File: config.mk
export PLATFORM = sky130hd
export DESIGN_NAME = eep_spi_resp
export DESIGN_NICKNAME = d
export VERILOG_FILES = /design/src/rtl/eep_pkg.sv /design/src/rtl/spi_sync_edge.sv /design/src/rtl/eep_spi_resp.sv
export SDC_FILE = /design/constraint.sdc
export NUM_CORES = 1
export LEC_CHECK = 0
export CAP_MARGIN = 10
export CORE_UTILIZATION = 55
export CTS_BUF_LIST = sky130_fd_sc_hd__clkbuf_2 sky130_fd_sc_hd__clkbuf_4 sky130_fd_sc_hd__clkbuf_8
export DETAILED_ROUTE_END_ITERATION = 16
export GPL_TIMING_DRIVEN = 0
export PLACE_DENSITY = 0.76
export SYNTH_ARGS = -nofsm -noshare
export SYNTH_HDL_FRONTEND = slang
export SYNTH_SLANG_ARGS = --single-unit
File: constraint.sdc
create_clock -name clk -period 3.5 [get_ports clk]
set_input_delay 0.525 -clock clk [delete_from_list [all_inputs] [get_ports clk]]
set_output_delay 0.525 -clock clk [all_outputs]
set_load 0.01 [all_outputs]
File: src/rtl/eep_pkg.sv
// eep_pkg: shared types and frame geometry for the EEPROM SPI responder.
// Opcode/state enums, field widths and an opcode decoder.
package eep_pkg;

  typedef enum logic [1:0] {
    OP_RD,
    OP_WR,
    OP_ID
  } eep_op_t;

  typedef enum logic [1:0] {
    IDLE,
    SHIFT,
    DONE
  } eep_state_t;

  localparam int FRAME_W   = 16;
  localparam int OP_W      = 2;
  localparam int ADDR_W    = 6;
  localparam int DATA_W    = 8;
  localparam int CNT_W     = 5;
  localparam int EEP_DEPTH = 64;

  // Opcode field: 00 read, 01 write, 1x ID/NOP.
  function automatic eep_op_t op_decode(input logic [OP_W-1:0] op);
    eep_op_t r;
    r = OP_ID;
    unique case (1'b1)
      op[1]:            r = OP_ID;
      !op[1] && op[0]:  r = OP_WR;
      !op[1] && !op[0]: r = OP_RD;
    endcase
    return r;
  endfunction

endpackage

File: src/rtl/spi_sync_edge.sv
// spi_sync_edge: three-flop synchronizer for an asynchronous SPI clock.
// Emits single-cycle rise/fall pulses from the last two stages.
module spi_sync_edge (
  input  logic clk,
  input  logic din,
  output logic rise,
  output logic fall
);

  logic [2:0] sr;

  // Shift the async input through three flops.
  always_ff @(posedge clk) begin
    sr <= {sr[1:0], din};
  end

  assign rise = sr[1] & ~sr[2];
  assign fall = ~sr[1] & sr[2];

endmodule

File: src/rtl/eep_spi_resp.sv
// eep_spi_resp: SPI mode-0 slave emulating a 64x8 calibration EEPROM.
// Optional EEP_WP_EN adds a write-protect input that rejects writes.
module eep_spi_resp
  import eep_pkg::*;
#(
  parameter int          CLK_PER_SCLK_MIN = 8,
  parameter logic [15:0] ID_WORD          = 16'hA5A5
) (
  input  logic        clk,
  input  logic        rst,
  input  logic        SS_n,
  input  logic        SCLK,
  input  logic        MOSI,
  output logic        MISO,
  output logic        frame_done,
  output logic        frame_err,
  output logic [15:0] rx_frame
`ifdef EEP_WP_EN
  ,
  input  logic        wp
`endif
);

  eep_state_t          state, state_n;
  logic [1:0]          ss_sr, mosi_sr;
  logic                ss_s, ss_fall, ss_rise, mosi_s;
  logic                sclk_rise, sclk_fall;
  logic [FRAME_W-1:0]  rx_shift, tx_shift, resp_buf;
  logic [CNT_W-1:0]    bit_cnt;
  logic [DATA_W-1:0]   mem [EEP_DEPTH];
  logic [ADDR_W-1:0]   addr;
  logic [DATA_W-1:0]   data;
  eep_op_t             op;
  logic                frame_ok, do_exec, wp_hit;
  logic [7:0]          hp_cnt;

`ifdef EEP_WP_EN
  assign wp_hit = wp;
`else
  assign wp_hit = 1'b0;
`endif

  spi_sync_edge u_sclk (
    .clk  (clk),
    .din  (SCLK),
    .rise (sclk_rise),
    .fall (sclk_fall)
  );

  // Two-flop synchronizers for slave select and data in.
  always_ff @(posedge clk) begin
    ss_sr   <= {ss_sr[0], SS_n};
    mosi_sr <= {mosi_sr[0], MOSI};
  end

  assign ss_s    = ss_sr[1];
  assign ss_fall = ss_sr[1] & ~ss_sr[0];
  assign ss_rise = ~ss_sr[1] & ss_sr[0];
  assign mosi_s  = mosi_sr[1];

  assign addr     = rx_shift[13:8];
  assign data     = rx_shift[7:0];
  assign op       = op_decode(rx_shift[15:14]);
  assign frame_ok = (bit_cnt == CNT_W'(FRAME_W));
  assign do_exec  = (state == DONE) && frame_ok;

  // Frame state register.
  always_ff @(posedge clk) begin
    if (rst) state <= IDLE;
    else     state <= state_n;
  end

  // Next state and frame status pulses.
  always_comb begin
    state_n    = state;
    frame_done = 1'b0;
    frame_err  = 1'b0;
    unique case (state)
      IDLE:  if (ss_fall) state_n = SHIFT;
      SHIFT: if (ss_rise) state_n = DONE;
      DONE: begin
        state_n    = IDLE;
        frame_done = frame_ok;
        frame_err  = !frame_ok;
      end
      default: state_n = IDLE;
    endcase
  end

  // Shift registers, bit counter, and command response.
  always_ff @(posedge clk) begin
    if (rst) begin
      rx_shift <= '0;
      tx_shift <= '0;
      bit_cnt  <= '0;
      rx_frame <= '0;
      resp_buf <= '0;
    end else begin
      unique case (state)
        IDLE: begin
          bit_cnt  <= '0;
          tx_shift <= resp_buf;
        end
        SHIFT: begin
          if (sclk_rise) begin
            rx_shift <= {rx_shift[14:0], mosi_s};
            if (bit_cnt != CNT_W'(FRAME_W + 1))
              bit_cnt <= bit_cnt + CNT_W'(1);
          end
          if (sclk_fall && bit_cnt != '0)
            tx_shift <= {tx_shift[14:0], 1'b0};
        end
        DONE: begin
          if (frame_ok) begin
            rx_frame <= rx_shift;
            case (op)
              OP_RD: resp_buf <= {2'b00, addr, mem[addr]};
              OP_WR: begin
                if (wp_hit)
                  resp_buf <= {2'b11, addr, mem[addr]};
                else
                  resp_buf <= {2'b01, addr, data};
              end
              default: resp_buf <= ID_WORD;
            endcase
          end
        end
        default: bit_cnt <= '0;
      endcase
    end
  end

  // Register array; cleared on reset, written by accepted writes.
  always_ff @(posedge clk) begin
    if (rst) begin
      for (int i = 0; i < EEP_DEPTH; i++) mem[i] <= '0;
    end else if (do_exec && op == OP_WR && !wp_hit) begin
      mem[addr] <= data;
    end
  end

  assign MISO = (state != IDLE || !ss_s) ? tx_shift[15] : 1'b0;

  // Cycles since the last synchronized SCLK edge, for the rate check.
  always_ff @(posedge clk) begin
    if (rst || sclk_rise || sclk_fall) hp_cnt <= '0;
    else if (hp_cnt != 8'hFF)          hp_cnt <= hp_cnt + 8'd1;
  end

  a_sclk_rate: assert property (
    @(posedge clk) disable iff (rst)
    (state == SHIFT && bit_cnt != '0 && (sclk_rise || sclk_fall))
      |-> (hp_cnt >= 8'(CLK_PER_SCLK_MIN - 1))
  );

endmodule

* After elaboration in Yosys (flattened, before gate mapping)
Memories as Yosys holds them, arrays and structs flattened. A register that Yosys moved wholly into a read port is not among the register bits.
Index checks and enable logic that the tools add are counted.
** Operators by class
- Add/sub/neg operators :: 1
- Equality and inequality tests :: 10
- Multiplexer cells :: 23
- Bitwise operators :: 9
- Reductions and logical operators :: 21
** Operator list (count)
- $pmux W16 S2 :: 2
- $mux W6 :: 3
- $mux W16 :: 1
- $mux W5 :: 2
- $ne A2 B2 Y1 const B :: 5
- $pmux W5 S2 :: 1
- $mux W1 :: 9
- $mux W8 :: 1
- $reduce_and A2 Y1 :: 4
- $reduce_or A8 Y1 :: 1
- $pmux W2 S3 :: 1
- $add A5 B1 Y5 const B :: 1
- $eq A5 B5 Y1 const B :: 1
- $logic_and A1 B1 Y1 :: 5
- $ne A5 B5 Y1 const B :: 1
- $not A1 Y1 :: 5
- $reduce_bool A5 Y1 :: 1
- $and A1 B1 Y1 :: 4
- $eq A2 B1 Y1 const B :: 2
- $logic_not A1 Y1 :: 4
- $logic_not A2 Y1 :: 2
- $mux W2 :: 2
- $pmux W2 S2 :: 1
- $reduce_bool A2 Y1 :: 2
- other kinds (3) :: 3
** Word-level totals
- Register bits :: 78
- Bits in writable memories :: 512
- Input port bits :: 5
- Memories kept :: 1
** Memory list
- mem :: words 64, width 8, read ports 1, clocked after Yosys merged registers in 1, write ports 64, line eep_spi_resp.sv:30 : logic [DATA_W-1:0] mem [EEP_DEPTH];

* Logic depth before layout (Yosys ltp)
- Depth in word-level cells :: 10
- Mapped depth :: 10
- Gate-level depth less buffers :: 8

* By module
A second synthesis with hierarchy kept.
** Second synthesis, totals
- Cell total of the unflattened synthesis :: 1960
- Area, all modules :: 27014.7 um2
** By module, submodules not included
- eep_spi_resp :: instances 1, cells an instance 1955, area each 26939.6 um2
- spi_sync_edge :: instances 1, cells an instance 5, area each 75.1 um2

* Least setup slack after synthesis
OpenSTA, ideal clock, no wires.
- Path type :: reg2reg
- From :: register bit_cnt[0]
- To :: memory mem[24][0], enable pin
- Setup time :: 0.329 ns
- Arrival :: 2.137 ns
- Required time :: 3.171 ns
- Setup slack :: 1.034 ns
- Stages on the path, launching flop included :: 8
- Buffers on the path :: 0
- Clock period less this slack :: 2.466 ns
- Path through :: dfxtp_1 > inv_1 > ha_1 > and4bb_2 > nand2_1 > or4_4 > nor3_2 > or2_1
** RTL lines
- start: declaration :: line eep_spi_resp.sv:29 : logic [CNT_W-1:0] bit_cnt;
- start signal: assignment :: line eep_spi_resp.sv:108 : bit_cnt <= bit_cnt + CNT_W'(1);
- end: declaration :: line eep_spi_resp.sv:30

==> flow_metrics.py <==
metrics = {
    "run_status": {
        "status": "complete, but fails checks",
        "violations": "negative setup slack",
    },
    "clock_network": {
        "ctsLongestPathBuffers": 3,
        "numCtsBuffers": 93,
        "clk_pin_slew_ns": 0.07,
        "cts_tree": "yes",
        "htreeDepth": 3,
        "clock_sinks": 596,
        "ctsRootBufferMaster": "clkbuf_8",
        "clk_latency_ns": 0.70,
    },
    "route": {
        "drc": 0,
        "wl_um": 81300,
        "detail_route.wl_per_cell_um": 29.0,
        "drt_first_pass_iters": 6,
        "routed_via_density": 6.31,
        "vias": 17700,
        "drtIter0Drc": 2495,
        "ant_nets": 0,
    },
    "critical_path": {
        "cp_common_cell": "buf_2",
        "crit_path_top_delay_cell": "a2111oi_0",
        "cp_num_buf_inv": 3,
        "crit_path_end_kind": "flip-flop",
        "path_cells": "buf_2 > buf_2 > clkbuf_2 > mux4_2 > a2111oi_0 > nor3_1 > o31a_1",
        "cp_top_family": "buffers and inverters",
        "worstPathMaxFanout": 10,
        "cpPeakStageDelay_ns": 0.76,
        "crit_type": "reg2reg",
        "timing.critical_path.required_ns": 4.09,
        "crit_arrival_ns": 4.13,
        "critPathLaunchType": "flip-flop",
    },
    "yosys": {
        "synth_cell_types": 61,
        "synthCells": 1954,
        "yosys-top-cells-area": "edfxtp_1 57%, and2_1 12%, mux4_2 11%",
        "yosys.area.top_type": "edfxtp_1",
        "synth-seq-cells": 596,
        "async_flop_share_pct": 0,
        "synthesis.area_mm2": 0.0271,
        "ys_seq_area_share_pct": 63.0,
        "syn-num-nets": 1962,
        "ys_warn_count": 0,
        "yosys.area.top_type_share_pct": 56.8,
        "synth_edf_count": 512,
        "synthFlopType": "edfxtp_1",
        "synth_area_per_cell_um2": 13.9,
    },
    "pwr": {
        "power_density_mw_per_mm2": 471,
        "p_int_w": 0.0110,
        "ir_worst_vdd_mv": 0.242,
        "power_frac_comb_pct": 2.9,
        "p_clk_share_pct": 40.5,
        "sw_frac_of_total_pct": 22.3,
        "seqPwrFrac_pct": 56.6,
        "p_leak_nw": 10.3,
        "switchingPower_w": 0.00315,
    },
    "timing": {
        "worst_hold_slack_ns": 0.284,
        "fin_worst_skew_ns": 0.0286,
        "rsz0062_at_grt": "true",
        "finalWorstSetupSlack_ns": -0.0454,
        "worst_slew_margin_rel_pct": 24.6,
        "slew_viol_final": 0,
        "finalSetupTns_ns": -0.0454,
        "period_minus_slack_ns": 3.55,
        "worst_pin_slew_ns": 1.13,
        "finalSetupViolCount": 1,
        "max_freq_ghz": 0.282,
        "fin_crit_sh_pct": 101,
        "finalHoldViolCount": 0,
    },
    "placed_design": {
        "place.gp.congestion": 0.996,
        "numPortBuffers": 23,
        "pre_cts_slack_ns": -0.224,
        "postPlaceCellArea_mm2": 0.0281,
        "dpl.hpwl_um": 57300,
    },
    "global_route": {
        "grt_pass1_vias": 17300,
        "antenna_found_initial": 5,
        "overflow": 0,
        "grt_use_total_pct": 33.1,
        "grt_pass1_wl_um": 117000,
        "grt_max_degree": 15,
    },
    "finish": {
        "final_area_mm2": 0.0300,
        "ff_latch_area_mm2": 0.0171,
        "nNetsFinal": 2083,
        "multi_input_area_mm2": 0.00942,
        "fin_util_pct": 62.3,
        "drive_above_1_share_pct": 18.2,
        "nFillCells": 3574,
        "areaGrowthSynthToFinish_pct": 10.7,
    },
    "die": {
        "coreArea_mm2": 0.0481,
        "die_y_um": 224,
        "start_util_pct": 56.2,
        "ios": 24,
        "dieArea_mm2": 0.0501,
        "chipWidth_um": 224,
        "fp-row-count": 80,
    },
    "min_path": {
        "hold_class": "in2reg",
    },
    "run": {
        "max_cap_viol_count": 0,
    },
}
[worst paths after layout]
check,slack [ns],depth (start not counted),to,from
min reg2reg,0.33,0,u_sclk.sr[1],u_sclk.sr[0]
min,0.28,1,mosi_sr[0],MOSI
max reg2reg,-0.05,7,resp_buf[7],flip-flop
max,-0.05,7,resp_buf[7],flip-flop
[kinds of logic after synthesis]
kind of cell / count (synthesis) / share of synthesized area, %
flops: 596 / 63.0
xor+xnor: 2 / 0.0647
compound gates: 133 / 3.25
buf+inv: 148 / 2.42
simple gates: 900 / 18.8
mux: 171 / 12.3
fa+ha+maj: 4 / 0.176
[per-stage QoR]
step / total power [W] / std cells
floorplan: 0.00836 / 1954
global placement: 0.00852 / 2633
detailed placement: 0.00855 / 2633
CTS: 0.0141 / 2797
global route: 0.0145 / 2801
finish: 0.0141 / 2804
[area by class of cell]
| class | count | area share, % |
|---|---|---|
| diodes | 3 | 0.0250 |
| well taps | 656 | 2.74 |
| inverters | 8 | 0.113 |
| multi-input cells | 1210 | 31.4 |
| repair buffers | 27 | 0.868 |
| clock buffers | 128 | 5.31 |
| flip-flops and latches | 596 | 56.9 |
| plain buffers | 139 | 2.07 |
| clock inverters | 37 | 0.559 |
[power groups by stage]
stage	logic, W	registers (W)	clock network, W
2_1_floorplan	0.000259	0.00810	0
3_3_place_gp	0.000391	0.00813	0
3_5_place_dp	0.000398	0.00815	0
4_1_cts	0.000400	0.00800	0.00570
5_1_grt	0.000423	0.00802	0.00601
6_report	0.000407	0.00800	0.00572
[cell usage after synthesis, types with 4 or more instances]
master	number
a211oi_1	4
a21oi_1	51
a22oi_1	4
a311oi_1	18
and2_1	516
buf_2	16
buf_4	15
clkbuf_1	103
dfxtp_1	84
edfxtp_1	512
inv_1	8
mux2_2	5
mux2i_1	38
mux4_2	128
nand2_1	131
nand2b_1	9
nand3_1	11
nand3b_1	10
nand4_1	9
nor2_1	98
nor2b_1	10
nor3_1	14
nor3_2	4
o211ai_1	5
o21ai_0	12
o22ai_1	8
o31a_1	5
o32ai_1	4
or2_1	9
or2_2	55
or3b_2	5
[state kept, by name, indices dropped and copies added (netlist names), named ones only]
register and count:
state 2, tx_shift 16, rx_shift 16, ss_sr 2, mosi_sr 2, u_sclk.sr 3, resp_buf 16, rx_frame 16
bit_cnt 5, mem 512
[worst register-to-register path, stage by stage (launching register included)]
cell and delay (ns):
dfxtp_1 0.35, buf_2 0.34, buf_2 0.51, clkbuf_2 0.48
mux4_2 0.38, a2111oi_0 0.76, nor3_1 0.29, o31a_1 0.34
[per-layer routing]
layer  share of wire (%)  up-vias  wire length [um]  GRT usage [%]
li1                    -     7347                 -              -
met2                  46     1248             37200           50.9
met4                 4.4        0              3560           15.1
met3                  13      191             10300           8.72
met5                   0        -                 0              0
met1                  37     8918             30100           44.4
[cell usage in the layout (no fill, tap or decap), types with 7 or more instances in the layout]
master / Yosys / layout
o21ai_0: 12 / 12
o22ai_1: 8 / 8
nor2_1: 98 / 91
nand2_1: 131 / 131
inv_1: 8 / 7
mux4_2: 128 / 128
edfxtp_1: 512 / 512
nand2b_1: 9 / 9
buf_2: 16 / 16
or2_1: 9 / 9
clkbuf_1: 103 / 101
nor2b_1: 10 / 10
mux2i_1: 38 / 38
clkdlybuf4s50_1: 0 / 23
a21oi_1: 51 / 51
clkinv_2: 0 / 10
or2_2: 55 / 55
clkinv_1: 0 / 23
nand3b_1: 10 / 10
nand4_1: 9 / 9
clkbuf_8: 0 / 101
a311oi_1: 18 / 18
dfxtp_1: 84 / 84
nor3_1: 14 / 14
and2_1: 516 / 516
buf_4: 15 / 19
clkbuf_4: 0 / 27
nand3_1: 11 / 11
[timing repair]
item / CTS / global route
setup endpoints to repair: 2 / 98
setup buffers: 0 / 4
hold buffers: 0 / 0
hold endpoints to repair: 0 / 0
gates resized for setup: 1 / 14
No activity file was read; power rests on OpenSTA's default activity.
